==> src/rtl/tx_phase_nco.sv <==
// Phase-accumulator NCO driving the TX channel CORDIC phase input, with a
// valid/ready FTW load path and a linear FTW sweep engine.
// Optional build macro TX_NCO_WRAP_SYNC_EN: defer FTW changes to accumulator wraps.
module tx_phase_nco #(
    parameter int AW   = 32,
    parameter int PW_I = 19,
    parameter int CW   = 16
) (
    input  logic            sys_clk,
    input  logic            rst,
    input  logic [AW-1:0]   ftw_in,
    input  logic            ftw_valid,
    output logic            ftw_ready,
    input  logic [PW_I-1:0] phase_offset,
    input  logic            sweep_start,
    input  logic [AW-1:0]   sweep_step,
    input  logic [CW-1:0]   sweep_len,
    output logic            sweep_busy,
    output logic [AW-1:0]   ftw_cur,
    output logic [PW_I-1:0] phase_out,
    output logic            phase_wrap
);

    typedef enum logic [1:0] {
        IDLE  = 2'd0,
        PEND  = 2'd1,
        SWEEP = 2'd2
    } state_t;

    state_t          state;
    state_t          state_nxt;
    logic [AW-1:0]   acc;
    logic [AW-1:0]   acc_sum;
    logic            acc_carry;
    logic [AW-1:0]   ftw_pend;
    logic [CW-1:0]   cnt;
    logic            wrap_d;
    logic            apply_pend;
    logic            sweep_req;

    assign {acc_carry, acc_sum} = {1'b0, acc} + {1'b0, ftw_cur};
    assign sweep_req = sweep_start && (sweep_len != '0);

    // With wrap sync, a zero FTW never carries, so it is replaced immediately.
    always_comb begin
`ifdef TX_NCO_WRAP_SYNC_EN
        apply_pend = acc_carry || (ftw_cur == '0);
`else
        apply_pend = 1'b1;
`endif
    end

    always_ff @(posedge sys_clk) begin
        if (rst) begin
            state <= IDLE;
        end else begin
            state <= state_nxt;
        end
    end

    always_comb begin
        state_nxt = state;
        case (state)
            IDLE: begin
                if (ftw_valid) begin
                    state_nxt = PEND;
                end else if (sweep_req) begin
                    state_nxt = SWEEP;
                end
            end
            PEND: begin
                if (apply_pend) begin
                    state_nxt = IDLE;
                end
            end
            SWEEP: begin
                if (cnt == CW'(1)) begin
                    state_nxt = IDLE;
                end
            end
            default: state_nxt = IDLE;
        endcase
    end

    always_comb begin
        ftw_ready  = (state == IDLE) && !rst;
        sweep_busy = (state == SWEEP);
    end

    // The accumulator never stops, so retuning keeps the phase continuous.
    always_ff @(posedge sys_clk) begin
        if (rst) begin
            acc        <= '0;
            wrap_d     <= 1'b0;
            phase_wrap <= 1'b0;
            phase_out  <= '0;
            ftw_cur    <= '0;
            ftw_pend   <= '0;
            cnt        <= '0;
        end else begin
            acc        <= acc_sum;
            wrap_d     <= acc_carry;
            phase_wrap <= wrap_d;
            phase_out  <= acc[AW-1 -: PW_I] + phase_offset;
            case (state)
                IDLE: begin
                    if (ftw_valid) begin
                        ftw_pend <= ftw_in;
                    end else if (sweep_req) begin
                        cnt <= sweep_len;
                    end
                end
                PEND: begin
                    if (apply_pend) begin
                        ftw_cur <= ftw_pend;
                    end
                end
                SWEEP: begin
                    ftw_cur <= ftw_cur + sweep_step;
                    cnt     <= cnt - CW'(1);
                end
                default: begin
                end
            endcase
        end
    end

endmodule

==> config.mk <==
export PLATFORM = sky130hd
export DESIGN_NAME = tx_phase_nco
export DESIGN_NICKNAME = d
export VERILOG_FILES = /design/src/rtl/tx_phase_nco.sv
export SDC_FILE = /design/constraint.sdc
export NUM_CORES = 1
export LEC_CHECK = 0
export CORE_ASPECT_RATIO = 1.4
export CORE_UTILIZATION = 52
export DETAILED_ROUTE_END_ITERATION = 8
export DONT_BUFFER_PORTS = 1
export PLACE_DENSITY = 0.75
export SLEW_MARGIN = 40
export SYNTH_ARGS = -nofsm -noshare
export SYNTH_HDL_FRONTEND = slang
export SYNTH_SLANG_ARGS = --single-unit
==> constraint.sdc <==
create_clock -name sys_clk -period 2.8 [get_ports sys_clk]
set_input_delay 0.56 -clock sys_clk [delete_from_list [all_inputs] [get_ports sys_clk]]
set_output_delay 0.56 -clock sys_clk [all_outputs]
set_load 0.01 [all_outputs]
==> out/qor.yml <==
run_status:
  status: "finished, violations left"
  violations: "DRC, setup timing"
finish:
  fillers: 1384
  antenna_cells: 0
  final_nets: 1311
  syn_to_final_growth_pct: 17.3
  drive_gt1_share_pct: 14.5
synthesis:
  synth.cell_area_um2: 8780
  avgSynthCellArea_um2: 8.23
  post-synth-top-count-cell: "dfxtp_1"
  ys_seq_elements: 135
  synth-edff-count: 0
  synth_common_cells: "dfxtp_1 (135), nand2_1 (123), nor2_1 (119)"
  yosysSeqAreaShare_pct: 30.8
  synth_top_area_cell: "dfxtp_1"
  yosysUniqueCellTypes: 73
  ys_warn_count: 0
  synth_top_area_share_pct: 30.8
  ys.flop_type: "dfxtp_1"
  synth_nets: 1257
  synthCells: 1066
  async_reset_ff_share_pct: 0
  synth_area_leaders: "dfxtp_1 (31%), ha_1 (12%), a21oi_1 (6.2%)"
sta:
  rsz0062_at_grt: "yes"
  relSlewSlack_pct: 45.0
  layout_setup_ws_ns: -0.102
  tns_ns: -0.178
  hold_viol: 0
  hold-worst-slack_ns: 0.199
  max_freq_ghz: 0.345
  finClkSkew_ns: 0.00858
  min_period_over_period_pct: 104
  fin_crit_ns: 2.90
  worst_pin_slew_ns: 0.826
  slew_viol_final: 0
  setup_violations: 2
global_route:
  grt_pass1_wl_mm: 37.8
  grt_max_degree: 141
  antenna_found_initial: 0
  grt.overflow.total: 0
  grt_pass1_vias: 7809
  grtUsageTotal_pct: 27.2
floorplan:
  core_region_area_um2: 16300
  die_area_um2: 17400
  ios: 157
  die_w_um: 112
  initial_core_util_pct: 53.8
  num_rows: 55
  die_y_um: 156
clocking:
  clock_latency_ns: 0.42
  path_clk_slew_ns: 0.06
  cts_made_buffers: 17
  cts.sinks: 135
  h-tree-depth: 4
  cts_buffer_depth: 2
  cts-root-buf: "clkbuf_16"
  postCtsHoldBufs: 0
  cts_tree: "done"
worst_setup_path:
  crit_type: "register to register"
  start_kind: "register"
  path_max_fanout: 4
  cp_data_required_time_ns: 3.11
  arrival_ns: 3.21
  cp-end-kind: "register"
placed_design:
  portBuffers: 0
  hpwlAfterDp_mm: 17.2
  place.gp.congestion: 0.919
pwr:
  leakage_nw: 4.46
  worst_ir_drop_vdd_uv: 378
  pwr_density_cell_nw_per_um2: 727
worst_hold_path:
  hold_class: "input pin to register"
detailed_routing:
  dr.first_iter.drc_count: 541
  wl_per_cell_um: 17.8
  routed-via-count: 8029
  ant_nets: 0
  postRouteWirelength_mm: 23.6
  drc: 11
  drt_pass1_iterations: 7
  via_per_inst: 6.03
job:
  maxCapViolations: 0
==> critical path: stages (launching register included) <==
cell and delay [ns]:
dfxtp_2 0.33, ha_4 0.16, fa_2 0.34, a21o_1 0.21
a21o_4 0.23, a2111oi_4 0.34, o31a_4 0.21, o21ai_4 0.08
a31oi_4 0.20, o21ai_4 0.11, a41oi_2 0.25, mux2_4 0.32
==> registers in the layout (all words and copies together), names as in the netlist <==
| name | cells |
|---|---|
| phase_out | 19 |
| phase_wrap | 1 |
| cnt | 16 |
| wrap_d | 1 |
| ftw_pend | 32 |
| ftw_cur | 32 |
| acc | 32 |
| state | 2 |
==> kinds of logic (layout without fill, tap and decap cells) <==
family | Yosys count | count (layout) | synth area share, %
and+or+nand+nor | 352 | 352 | 18.2
buffers and inverters | 70 | 137 | 2.99
xor gates and xnor gates | 65 | 65 | 6.49
muxes | 28 | 28 | 3.22
AOI/OAI and AO/OA | 328 | 328 | 25.5
adders and majority gates | 88 | 88 | 12.8
DFF | 135 | 135 | 30.8
==> cell usage in the layout, fill, tap and decap left out, drive strengths merged, types with 4 or more instances in the layout <==
cell / n
dfxtp: 135
nand2: 123
nor2: 119
a21oi: 108
ha: 85
buf: 80
a211oi: 45
a21o: 42
o21ai: 41
xnor2: 39
xor2: 26
mux2i: 26
inv: 25
clkbuf: 23
nor3: 19
nand3: 18
nor2b: 12
and2: 12
o21bai: 9
o21a: 9
nand4: 8
a22oi: 8
o211ai: 8
o22ai: 8
and3: 7
nor4: 7
o31ai: 7
nand2b: 6
a31oi: 6
o2bb2ai: 5
clkinv: 5
or3: 5
a221o: 4
and4: 4
nor3b: 4
a2111oi: 4
o311ai: 4
==> cell type report <==
cell class	instances	area (µm²)	area share [%]
clock buffer	23	478	4.64
multi-input combinational	861	6040	58.6
timing repair buffer	80	608	5.91
clock inverter	9	123	1.19
tap	199	249	2.42
sequential	135	2710	26.3
inverter	25	93.8	0.911
==> layer usage <==
layer	global-route usage (%)	share of wire, %	routed length [µm]
met1	29.5	39	9120
met2	48.7	51	12000
met3	7.19	7.1	1680
met4	13.5	3.5	827
met5	0	0	0
==> power by group <==
part	internal (mW)	leakage, nW	switching (mW)
combinational	1.22	3.05	1.49
sequential	2.23	1.11	0.241
clock	1.46	0.297	0.835
==> per-stage QoR <==
stage          utilization, %  instance area (µm²)  cells  worst slack (ns)  total power, mW
3_3_place_gp             57.8                 9420   1292            -0.125             5.00
2_1_floorplan               -                 8790   1066           0.00748             4.40
5_1_grt                  63.1                10300   1332            -0.172             7.94
3_5_place_dp             57.8                 9430   1292            -0.178             5.08
4_1_cts                  61.8                10100   1326           -0.0678             7.41
6_report                 63.1                10300   1332            -0.102             7.49
==> timing repair <==
action | CTS | global route
pin swaps | 2 | 19
resized for setup | 7 | 35
setup buffers | 2 | 6
endpoints found under the hold margin | 0 | 0
setup endpoints to repair | 9 | 25
==> final timing paths <==
path              cells past startpoint           end  slack (ns)       start
setup / recovery                     11       acc[28]       -0.10  ftw_cur[0]
hold / removal                        1  ftw_pend[26]        0.20         rst
setup reg to reg                     11       acc[28]       -0.10  ftw_cur[0]
hold reg to reg                       1    phase_wrap        0.45      wrap_d
(Power assumes the default switching activity.)
